[src/rtl/ex_div_unit.sv]
// ex_div_unit: radix-2 restoring DIV/DIVU, one quotient bit per cycle; ready pulses WIDTH+1 cycles after start (2 for divide-by-zero).
// Holds stallreq while busy, annul cancels from any state; DIV_EARLY_OUT_EN finishes in 1 cycle when |divisor| > |dividend|.
module ex_div_unit #(
  parameter int WIDTH = 32
) (
  input  logic             clk,
  input  logic             rst,
  input  logic             start,
  input  logic             signed_div,
  input  logic             annul,
  input  logic [WIDTH-1:0] opdata1,
  input  logic [WIDTH-1:0] opdata2,
  output logic [WIDTH-1:0] quotient,
  output logic [WIDTH-1:0] remainder,
  output logic             ready,
  output logic             stallreq
);
  localparam int CW = (WIDTH > 1) ? $clog2(WIDTH) : 1;

  typedef enum logic [1:0] {S_IDLE, S_DIVZERO, S_RUN, S_DONE} state_t;

  state_t           r_state, w_next;
  logic [CW-1:0]    r_cnt;
  logic [WIDTH-1:0] r_dvd, r_rem, r_dvs, r_quot, r_remd;
  logic             r_neg_q, r_neg_r;

  logic             w_go, w_op1_neg, w_op2_neg, w_early, w_last;
  logic [WIDTH-1:0] w_abs1, w_abs2, w_rem_nxt, w_quo_nxt;
  logic [WIDTH:0]   w_shift, w_diff;

  assign w_go      = start && !annul;
  assign w_op1_neg = signed_div && opdata1[WIDTH-1];
  assign w_op2_neg = signed_div && opdata2[WIDTH-1];
  assign w_abs1    = w_op1_neg ? -opdata1 : opdata1;
  assign w_abs2    = w_op2_neg ? -opdata2 : opdata2;
  assign w_last    = (r_cnt == CW'(WIDTH - 1));

`ifdef DIV_EARLY_OUT_EN
  assign w_early = (w_abs2 > w_abs1);
`else
  assign w_early = 1'b0;
`endif

  // Partial remainder stays below the divisor, so one extra bit holds the shifted value.
  assign w_shift   = {r_rem, r_dvd[WIDTH-1]};
  assign w_diff    = w_shift - {1'b0, r_dvs};
  assign w_rem_nxt = w_diff[WIDTH] ? w_shift[WIDTH-1:0] : w_diff[WIDTH-1:0];
  assign w_quo_nxt = {r_dvd[WIDTH-2:0], ~w_diff[WIDTH]};

  assign quotient  = r_quot;
  assign remainder = r_remd;

  always_ff @(posedge clk) begin
    if (rst) r_state <= S_IDLE;
    else     r_state <= w_next;
  end

  always_comb begin
    w_next   = r_state;
    stallreq = 1'b0;
    ready    = 1'b0;
    case (r_state)
      S_IDLE: begin
        if (w_go) begin
          stallreq = 1'b1;
          if (opdata2 == '0)  w_next = S_DIVZERO;
          else if (w_early)   w_next = S_DONE;
          else                w_next = S_RUN;
        end
      end
      S_DIVZERO: begin
        stallreq = 1'b1;
        w_next   = S_DONE;
      end
      S_RUN: begin
        stallreq = 1'b1;
        if (w_last) w_next = S_DONE;
      end
      S_DONE: begin
        ready  = 1'b1;
        w_next = S_IDLE;
      end
      default: w_next = S_IDLE;
    endcase
    if (annul) w_next = S_IDLE;
  end

  always_ff @(posedge clk) begin
    if (rst) begin
      r_cnt   <= '0;
      r_dvd   <= '0;
      r_rem   <= '0;
      r_dvs   <= '0;
      r_quot  <= '0;
      r_remd  <= '0;
      r_neg_q <= 1'b0;
      r_neg_r <= 1'b0;
    end else if (!annul) begin
      case (r_state)
        S_IDLE: begin
          if (start) begin
            r_dvd   <= w_abs1;
            r_dvs   <= w_abs2;
            r_rem   <= '0;
            r_cnt   <= '0;
            r_neg_q <= w_op1_neg ^ w_op2_neg;
            r_neg_r <= w_op1_neg;
            if ((opdata2 != '0) && w_early) begin
              r_quot <= '0;
              r_remd <= opdata1;
            end
          end
        end
        S_DIVZERO: begin
          r_quot <= '0;
          r_remd <= '0;
        end
        S_RUN: begin
          r_rem <= w_rem_nxt;
          r_dvd <= w_quo_nxt;
          r_cnt <= r_cnt + CW'(1);
          if (w_last) begin
            r_quot <= r_neg_q ? -w_quo_nxt : w_quo_nxt;
            r_remd <= r_neg_r ? -w_rem_nxt : w_rem_nxt;
          end
        end
        default: ;
      endcase
    end
  end
endmodule

[config.mk]
export PLATFORM = sky130hd
export DESIGN_NAME = ex_div_unit
export DESIGN_NICKNAME = d
export VERILOG_FILES = /design/src/rtl/ex_div_unit.sv
export SDC_FILE = /design/constraint.sdc
export NUM_CORES = 1
export LEC_CHECK = 0
export BUFFER_PORTS_ARGS = -buffer_cell sky130_fd_sc_hd__clkbuf_2
export CORE_ASPECT_RATIO = 1.5
export CORE_MARGIN = 5
export CORE_UTILIZATION = 64
export DETAILED_ROUTE_END_ITERATION = 12
export PLACE_DENSITY = 0.85
export SETUP_SLACK_MARGIN = 0.5
export SLEW_MARGIN = 20
export SYNTH_ARGS = -nofsm -noshare
export SYNTH_HDL_FRONTEND = slang
export SYNTH_SLANG_ARGS = --single-unit
[constraint.sdc]
create_clock -name clk -period 12.02 [get_ports clk]
set_input_delay 1.202 -clock clk [delete_from_list [all_inputs] [get_ports clk]]
set_output_delay 1.202 -clock clk [all_outputs]
set_load 0.02 [all_outputs]
== Yosys cells after proc, flatten, opt, wreduce, memory -nomap -nowiden ==
Cells that the tools add are included.

* Add/sub/neg operators: 6
* Equality and inequality tests: 7
* Multiplexer cells: 22
* Bitwise logic cells: 3
* Reduce and logical (&&, ||, !) cells: 14

{| class="wikitable"
|+ Operators with widths
! operator !! count
|-
| $mux W32 || 9
|-
| $pmux W32 S2 || 4
|-
| $neg A32 Y32 || 4
|-
| $sub A33 B32 Y33 || 1
|-
| $logic_not A32 Y1 || 1
|-
| $pmux W5 S2 || 1
|-
| $reduce_and A3 Y1 || 3
|-
| $pmux W2 S4 || 1
|-
| $mux W2 || 3
|-
| $ne A2 B2 Y1 const B || 3
|-
| $add A5 B1 Y5 const B || 1
|-
| $eq A5 B5 Y1 const B || 1
|-
| $mux W5 || 1
|-
| $eq A2 B2 Y1 const B || 2
|-
| $reduce_bool A2 Y1 || 2
|-
| $reduce_or A2 Y1 || 2
|-
| $logic_and A1 B1 Y1 || 3
|-
| $eq A2 B1 Y1 const B || 1
|-
| $logic_not A2 Y1 || 1
|-
| $mux W1 || 2
|-
| $not A1 Y1 || 2
|-
| $pmux W1 S2 || 1
|-
| $reduce_and A2 Y1 || 1
|-
| $logic_not A1 Y1 || 1
|-
| $xor A1 B1 Y1 || 1
|}

* Register bits: 169
* Input bits: 69
* Output and inout bits: 66
* Logic and storage cells: 61

== Depth between registers and ports, before layout ==
Gate-level depths: netlist of run 1.

* Depth in word-level cells: 6
* Mapped depth: 25
* Depth with buffers taken out: 22

== Least setup slack after synthesis of run 1 ==
Ideal clock, no wire load.

* Path kind: reg-to-reg
* Start: reg r_dvd[31]
* End: reg r_remd[24] (netlist: remainder[24])
* Library setup time: 0.126 ns
* Arrival: 4.573 ns
* Data required time: 11.894 ns
* Slack: 7.321 ns
* Cell stages (with the launch flop): 24
* Buffers on the path: 3
* Clock period less this slack: 4.699 ns
* Cell sequence: dfxtp_1 inv_1 ha_1 fa_1 nor2b_4 o31a_4 o21ai_4 nor3_1 o211a_4 o21a_2 nor2_4 clkinv_1 buf_2 buf_2 buf_1 nor2_1 a21oi_1 ha_1 inv_1 a21oi_2 or4b_4 o31ai_1 xor2_1 o21ai_1

* Longest elaborated chain between the ends: 6

{| class="wikitable"
|+ RTL lines
! what !! RTL line !! text
|-
| from (decl) || 24 || <nowiki>logic [WIDTH-1:0] r_dvd, r_rem, r_dvs, r_quot, r_remd;</nowiki>
|-
| from (signal assigned) || 102 || <nowiki>r_dvd <= w_abs1;</nowiki>
|-
| from (signal assigned) || 120 || <nowiki>r_dvd <= w_quo_nxt;</nowiki>
|-
| $sub A33 B32 Y33 || 46 || <nowiki>assign w_diff = w_shift - {1'b0, r_dvs};</nowiki>
|-
| $mux W32 (*) || 47 || <nowiki>assign w_rem_nxt = w_diff[WIDTH] ? w_shift[WIDTH-1:0] : w_diff[WIDTH-1:0];</nowiki>
|-
| $neg A32 Y32 || 124 || <nowiki>r_remd <= r_neg_r ? -w_rem_nxt : w_rem_nxt;</nowiki>
|-
| $mux W32 (*) || 124 ||
|-
| $mux W32 (*) || 122 || <nowiki>if (w_last) begin</nowiki>
|-
| $pmux W32 S2 (*) || 99 || <nowiki>case (r_state)</nowiki>
|-
| to (signal assigned) || 110 || <nowiki>r_remd <= opdata1;</nowiki>
|-
| to (signal assigned) || 124 ||
|-
| to (decl) || 24 ||
|}

Every way passes the cells marked *; elsewhere a longest branch is shown, timed or not. The select of a mux whose other input is x is not followed.
A chain may end at the register's enable or synchronous reset.

== Final worst setup path of run 1 ==
Same ends and word-level chain as after synthesis.

==> out/metrics.yaml, run 1 <==
p_comb_share_pct: 19.5
dpl.cell_count: 1824
syn_area_mm2: 0.01156
wl_mm: 36.38
final_core_util_pct: 71.78
r2r_setup_slack_ps: 6980
first_iter_violations: 1055
grt.overflow.total: 0
placementRows: 60
floorplan.initialDensity_pct: 64.68
syn_nets: 1662
numCtsBuffers: 17
seq_area_mm2: 0.003383
setup_viol: 0
cts.sinks: 169
critPathMaxFanout: 39
nets: 1737
p_seq_share_pct: 40.8
io_pins: 135
post_cts.repair.setup_buffers: 0
slew_headroom_pct: 26.70
holdPathEnd: "remainder[29]$_SDFFE_PP0P_"
core_area_mm2: 0.01787
ctsResizeCount: 0
r2r_end: "remainder[24]$_SDFFE_PP0P_"
routabilityCongestion: 0.9732
skew_ps: 10.26
leakage_nw: 5.042
drc: 0
max-cap-violations: 0
ys_seq_area_share_pct: 29.27
vias: 11800
grtUsageTotal_pct: 33.90
first_pass_iters: 5
syn2layout_area_growth_pct: 10.97
critPathRequiredTime_ps: 12330
cts_buffer_depth: 2
multi_input_area_mm2: 0.007581
switching_share_pct: 31.41
vdd_drop_max_uv: 94.10
pwr-share-clk_pct: 39.7
clk_pin_slew_ps: 70
die_w_um: 119.7
cts_tree: "yes"
final_cell_area_mm2: 0.01282
die-area_mm2: 0.02090
hp-class: "flop to flop"
power-per-cell-area_mw_per_mm2: 113.5
avgSynthCellArea_um2: 7.452
fmax_mhz: 198.5
hold_violations: 0
ys_warn_count: 0
synth.ff_latch_count: 169
routedWlPerCell_um: 19.60
hp-start: "remainder[29]$_SDFFE_PP0P_"
worstHoldPathCells: 2
synthDistinctLibCells: 89
crit_arrival_ps: 5350
grt_pass1_vias: 11230
start_kind: "flop"
port_buffers: 134
clk_latency_ps: 450
fill_cells: 1526
num_antenna_cells: 0
critPathCaptureType: "flop"
rsz0062_at_grt: "false"
fin_tns_setup_ps: 0
async_flop_share_pct: 0
drv_slew: 0
timing.final.crit_period_ps: 5039
layout-drive-gt1-share_pct: 13.30
ant_nets: 0
placed_area_mm2: 0.01222
ff2ff_path_depth: 21
dp_slack_ps: 7123
synthCells: 1551
cts-root-buf: "clkbuf_16"
internal_power_uw: 998.4
dp_hpwl_mm: 27.00
rr_startpoint: "r_dvd[31]$_SDFFE_PP0P_"
finalNonFillerCells: 1856
synth_flop_cell: "dfxtp_1"
antenna_found_initial: 0
p_sw_uw: 457.2
path_class: "flop to flop"
cts_hold_buffers: 0
die_h_um: 174.6
grt_start_max_net_pins: 74
avgViaCountPerCell: 6.356
status: "completed"
htree_levels: 4
synth-edff-count: 0
period_share_pct: 41.92
grt_pass1_wl_mm: 56.42
worst_pin_slew_ps: 1098
fin_ws_ps: 6981
[worst max-delay path by stage]
stage	from	endpoint	slack, ps	cells past startpoint
after floorplan	r_dvd[31]$_SDFFE_PP0P_	remainder[24]$_SDFFE_PP0P_	7320	23
after global placement	r_dvd[31]$_SDFFE_PP0P_	remainder[24]$_SDFFE_PP0P_	7280	21
after detailed placement	r_dvd[31]$_SDFFE_PP0P_	remainder[28]$_SDFFE_PP0P_	7120	21
after CTS	r_dvd[31]$_SDFFE_PP0P_	remainder[24]$_SDFFE_PP0P_	7090	21
after global routing	r_dvd[31]$_SDFFE_PP0P_	remainder[28]$_SDFFE_PP0P_	6710	21
final	r_dvd[31]$_SDFFE_PP0P_	remainder[24]$_SDFFE_PP0P_	6980	21
[worst max-delay path, cell delays in order (launching register included)]
cell	delay [ps]
dfxtp_1	400
inv_1	100
ha_1	240
fa_1	450
nor2b_4	160
o31a_4	180
o21ai_4	90
nor3_1	370
o211a_4	240
o21a_2	200
nor2_4	60
clkinv_1	50
buf_4	390
nor2_1	70
a21oi_1	210
ha_1	260
inv_1	130
a21oi_2	230
or4b_4	520
o31ai_1	280
xor2_1	180
o21ai_1	70
[cells by family after synthesis]
kind of cell	count (synthesis)	synth area share, %
xor gates and xnor gates	144	10.98
buffers and inverters	148	5.402
muxes	24	2.111
adders and majority gates	42	4.612
AOI/OAI and AO/OA	450	24.90
and+or+nand+nor	574	22.72
DFF	169	29.27
[power groups by stage]
stage	Sequential (mW)	Combinational (mW)	Clock [mW]
floorplan	0.598	0.201	0
global placement	0.606	0.272	0
detailed placement	0.606	0.275	0
CTS	0.593	0.278	0.580
global route	0.595	0.308	0.603
finish	0.594	0.283	0.578
[synthesized netlist by cell type (8+ instances only)]
cell / n / area (um2)
a211oi_1: 33 / 247.7
a21oi_1: 131 / 655.6
a22oi_1: 46 / 345.3
a31oi_1: 8 / 50.05
buf_1: 11 / 41.29
clkbuf_1: 62 / 232.7
dfxtp_1: 169 / 3383
ha_1: 41 / 513.0
inv_1: 56 / 210.2
mux2i_1: 21 / 210.2
nand2_1: 218 / 818.3
nand2b_1: 21 / 131.4
nand3_1: 20 / 100.1
nand4_1: 16 / 100.1
nor2_1: 175 / 656.9
nor2b_1: 19 / 118.9
nor3_1: 31 / 155.2
nor4_1: 15 / 93.84
o21a_1: 15 / 112.6
o21ai_0: 103 / 515.5
o21ai_1: 18 / 90.09
o31ai_1: 25 / 187.7
o41ai_1: 15 / 131.4
or3_1: 10 / 62.56
or4_1: 11 / 82.58
xnor2_1: 85 / 744.5
xor2_1: 58 / 508.0
[area by class of cell]
class / count / area share (%)
flip-flops and latches: 169 / 26.38
well taps: 217 / 2.117
clock inverters: 13 / 1.210
multi-input cells: 1234 / 59.11
clock buffers: 19 / 3.532
repair buffers: 146 / 5.951
inverters: 58 / 1.698
[stage by stage]
step	hold WS [ps]	total power, mW
4_1_cts	450.1	1.451
2_1_floorplan	440.0	0.7990
3_5_place_dp	440.7	0.8812
3_3_place_gp	434.0	0.8776
6_report	443.7	1.456
5_1_grt	467.4	1.506
[routing by layer]
metal / track usage (%) / share of wire, % / vias to the layer above
met5: 0 / 0 / -
met4: 25.51 / 8.9 / 0
met3: 4.534 / 4.8 / 191
met2: 62.19 / 51 / 505
met1: 34.38 / 35 / 5465
li1: - / - / 5636
[cell usage in the layout (no fill, tap or decap), types with 46 or more instances in the layout]
master	count
nand2_1	218
nor2_1	172
dfxtp_1	169
clkbuf_2	133
a21oi_1	131
o21ai_0	103
xnor2_1	85
xor2_1	58
inv_1	56
a22oi_1	46
[registers in the layout, summed over array words and instances (netlist names)]
register   cells
r_rem         32
r_dvd         32
remainder     32
quotient      32
r_cnt          5
r_neg_q        1
r_state        2
r_dvs         32
r_neg_r        1
No activity file was read; power rests on OpenSTA's default activity.
==> run 2: changes to the inputs <==
--- a/config.mk
+++ b/config.mk
@@ -5,12 +5,13 @@
 export SDC_FILE = /design/constraint.sdc
 export NUM_CORES = 1
 export LEC_CHECK = 0
+export ABC_AREA = 1
 export BUFFER_PORTS_ARGS = -buffer_cell sky130_fd_sc_hd__clkbuf_2
 export CORE_ASPECT_RATIO = 1.5
 export CORE_MARGIN = 5
-export CORE_UTILIZATION = 64
+export CORE_UTILIZATION = 55
 export DETAILED_ROUTE_END_ITERATION = 12
-export PLACE_DENSITY = 0.85
+export PLACE_DENSITY = 0.77
 export SETUP_SLACK_MARGIN = 0.5
 export SLEW_MARGIN = 20
 export SYNTH_ARGS = -nofsm -noshare
==> constraint.sdc (replaced) <==
create_clock -name clk -period 4.5 [get_ports clk]
set_input_delay 0.45 -clock clk [delete_from_list [all_inputs] [get_ports clk]]
set_output_delay 0.45 -clock clk [all_outputs]
set_load 0.02 [all_outputs]
==> out/metrics.yaml, run 2 <==
status: "completed"
first_iter_violations: 947
die_h_um: 196.6
synth-edff-count: 0
synth_top_family_by_area: "simple AND/OR/NAND/NOR gates"
pwr-share-clk_pct: 37.9
hold_violations: 0
die-area_mm2: 0.02643
fin_tns_setup_ps: 0
leakage_nw: 7.289
cts_tree: "yes"
path_class: "flop to flop"
power-per-cell-area_mw_per_mm2: 280.7
internal_power_mw: 2.627
synth_fa_ha_area_share_pct: 4.174
r2r_setup_slack_ps: 800
hp-class: "input pin to flop"
syn2layout_area_growth_pct: 11.97
crit_family: "simple AND/OR/NAND/NOR gates"
first_pass_iters: 6
ys_warn_count: 0
ys_top_cells_by_area: "dfxtp_1, nand2_1, inv_1, a21oi_1, o21ai_0"
max-cap-violations: 0
drc: 0
layout-drive-gt1-share_pct: 12.88
critPathSlowestCell: "ha_1"
finalNonFillerCells: 2508
syn_nets: 2227
vdd_drop_max_uv: 280.7
setup_viol: 0
grt_start_max_net_pins: 81
io_pins: 135
cp_num_buf_inv: 4
ant_nets: 0
multi_input_area_mm2: 0.007974
yosysMostFrequentCell: "nand2_1"
nets: 2326
cts.sinks: 169
die_w_um: 134.4
p_sw_mw: 1.387
routabilityCongestion: 1.009
avgViaCountPerCell: 5.512
layout_commonest_cell: "nand2_1"
placementRows: 68
grtUsageTotal_pct: 32.55
critPathCaptureType: "flop"
p_comb_share_pct: 22.3
yosys.area_share.simple_pct: 35.30
antenna_found_initial: 0
skew_ps: 11.35
clk_latency_ps: 450
synthMuxAreaShare_pct: 0
dpl.cell_count: 2465
critPathMaxFanout: 5
critPathRequiredTime_ps: 4870
synthDistinctLibCells: 53
syn_area_mm2: 0.01277
grt.overflow.total: 0
synthDominantCellAreaShare_pct: 26.49
path_depth: 27
grt_pass1_wl_mm: 67.65
p_seq_share_pct: 39.8
start_kind: "flop"
switching_share_pct: 34.56
r2r_end: "quotient[30]$_SDFFE_PP0P_"
synth_compound_area_share_pct: 16.50
synth.ff_latch_count: 169
synthXorXnorAreaFrac_pct: 5.556
synth_common_cells: "nand2_1, inv_1, a21oi_1, dfxtp_1, nor2_1"
fmax_mhz: 270.0
slowest_delay_ps: 350
avgSynthCellArea_um2: 6.035
rr_startpoint: "r_dvs[21]$_SDFFE_PP0P_"
vias: 13820
layout_common_cells: "nand2_1, inv_1, a21oi_1, dfxtp_1, nor2_1"
async_flop_share_pct: 0
wl_mm: 43.74
critPathMostFrequentCell: "nand2_1"
ff2ff_path_depth: 27
port_buffers: 134
drv_slew: 0
cp-endpoint: "quotient[30]$_SDFFE_PP0P_"
fill_cells: 2303
timing.critical_path.from: "r_dvs[21]$_SDFFE_PP0P_"
grt_pass1_vias: 13030
num_antenna_cells: 0
dp_hpwl_mm: 34.02
cts-root-buf: "clkbuf_16"
cts_hold_buffers: 0
synth_flop_cell: "dfxtp_1"
cts_buffer_depth: 2
worst_pin_slew_ps: 887.9
routedWlPerCell_um: 17.44
htree_levels: 4
synthCells: 2116
numCtsBuffers: 17
slew_headroom_pct: 40.80
clk_pin_slew_ps: 70
rsz0062_at_grt: "false"
crit_arrival_ps: 4080
total_power_mw: 4.014
core_area_mm2: 0.02297
ys_seq_area_share_pct: 26.49
yosys.area.top_type: "dfxtp_1"
floorplan.initialDensity_pct: 55.59
period_share_pct: 82.30
timing.final.crit_period_ps: 3703
seq_area_mm2: 0.003383
run 2: routing by layer:
layer	global-route usage (%)	part of all wire, %
met1	33.89	35
met2	58.73	51
met3	4.928	5.1
met4	23.89	8.6
met5	0	0
run 2: how the worst min path moves through the flow:
| stage | start | to | cells past startpoint |
|---|---|---|---|
| final | opdata2[4] | r_dvs[4]$_SDFFE_PP0P_ | 3 |
| after global routing | annul | r_state[1]$_SDFFE_PP0P_ | 3 |
| after CTS | opdata2[4] | r_dvs[4]$_SDFFE_PP0P_ | 3 |
| after detailed placement | r_neg_r$_SDFFE_PP0P_ | r_neg_r$_SDFFE_PP0P_ | 2 |
| after global placement | r_neg_r$_SDFFE_PP0P_ | r_neg_r$_SDFFE_PP0P_ | 2 |
| after floorplan | r_cnt[4]$_SDFFE_PP0P_ | r_cnt[4]$_SDFFE_PP0P_ | 2 |
run 2: kinds of logic after synthesis:
logic type	after synthesis
adders and majority gates	42
buffers and inverters	384
DFF	169
and+or+nand+nor	1048
AOI/OAI and AO/OA	392
xor gates and xnor gates	81
run 2: cell type report:
| type | instances | area share (%) |
|---|---|---|
| Multi-Input combinational cell | 1564 | 55.77 |
| Inverter | 306 | 8.042 |
| Timing Repair Buffer | 157 | 5.942 |
| Clock inverter | 14 | 1.068 |
| Sequential cell | 169 | 23.66 |
| Tap cell | 280 | 2.450 |
| Clock buffer | 18 | 3.071 |
run 2: timing repair:
action | in CTS | in global routing
resized for setup | 11 | 17
cloned | 0 | 1
setup endpoints to repair | 4 | 26
buffers inserted | 5 | 5
pin swaps | 8 | 13
run 2: per-stage QoR:
step                      setup slack [ps]  util [%]  instance area, um2  hold WS (ps)
final                                796.7     62.24               14300         311.9
after global routing                 506.7     62.24               14300         344.4
after CTS                            504.2     61.74               14180         319.6
after detailed placement             296.6     58.85               13520         455.9
after global placement               354.7     58.85               13520         451.8
after floorplan                      534.7         -               12770         445.3
run 2: power by group through the flow:
stage | clock network (mW) | registers [mW] | logic (mW)
after detailed placement | 0 | 1.63 | 0.854
after CTS | 1.52 | 1.59 | 0.873
final | 1.52 | 1.60 | 0.897
after global routing | 1.59 | 1.60 | 0.993
after floorplan | 0 | 1.61 | 0.591
after global placement | 0 | 1.63 | 0.846
run 2: worst register-to-register path, delay by kind of cell (launching register included):
| kind | cells | cell delay [ps] |
|---|---|---|
| buffers and inverters | 4 | 260 |
| DFF | 1 | 330 |
| AOI/OAI and AO/OA | 6 | 800 |
| adders and majority gates | 2 | 520 |
| and+or+nand+nor | 15 | 1700 |
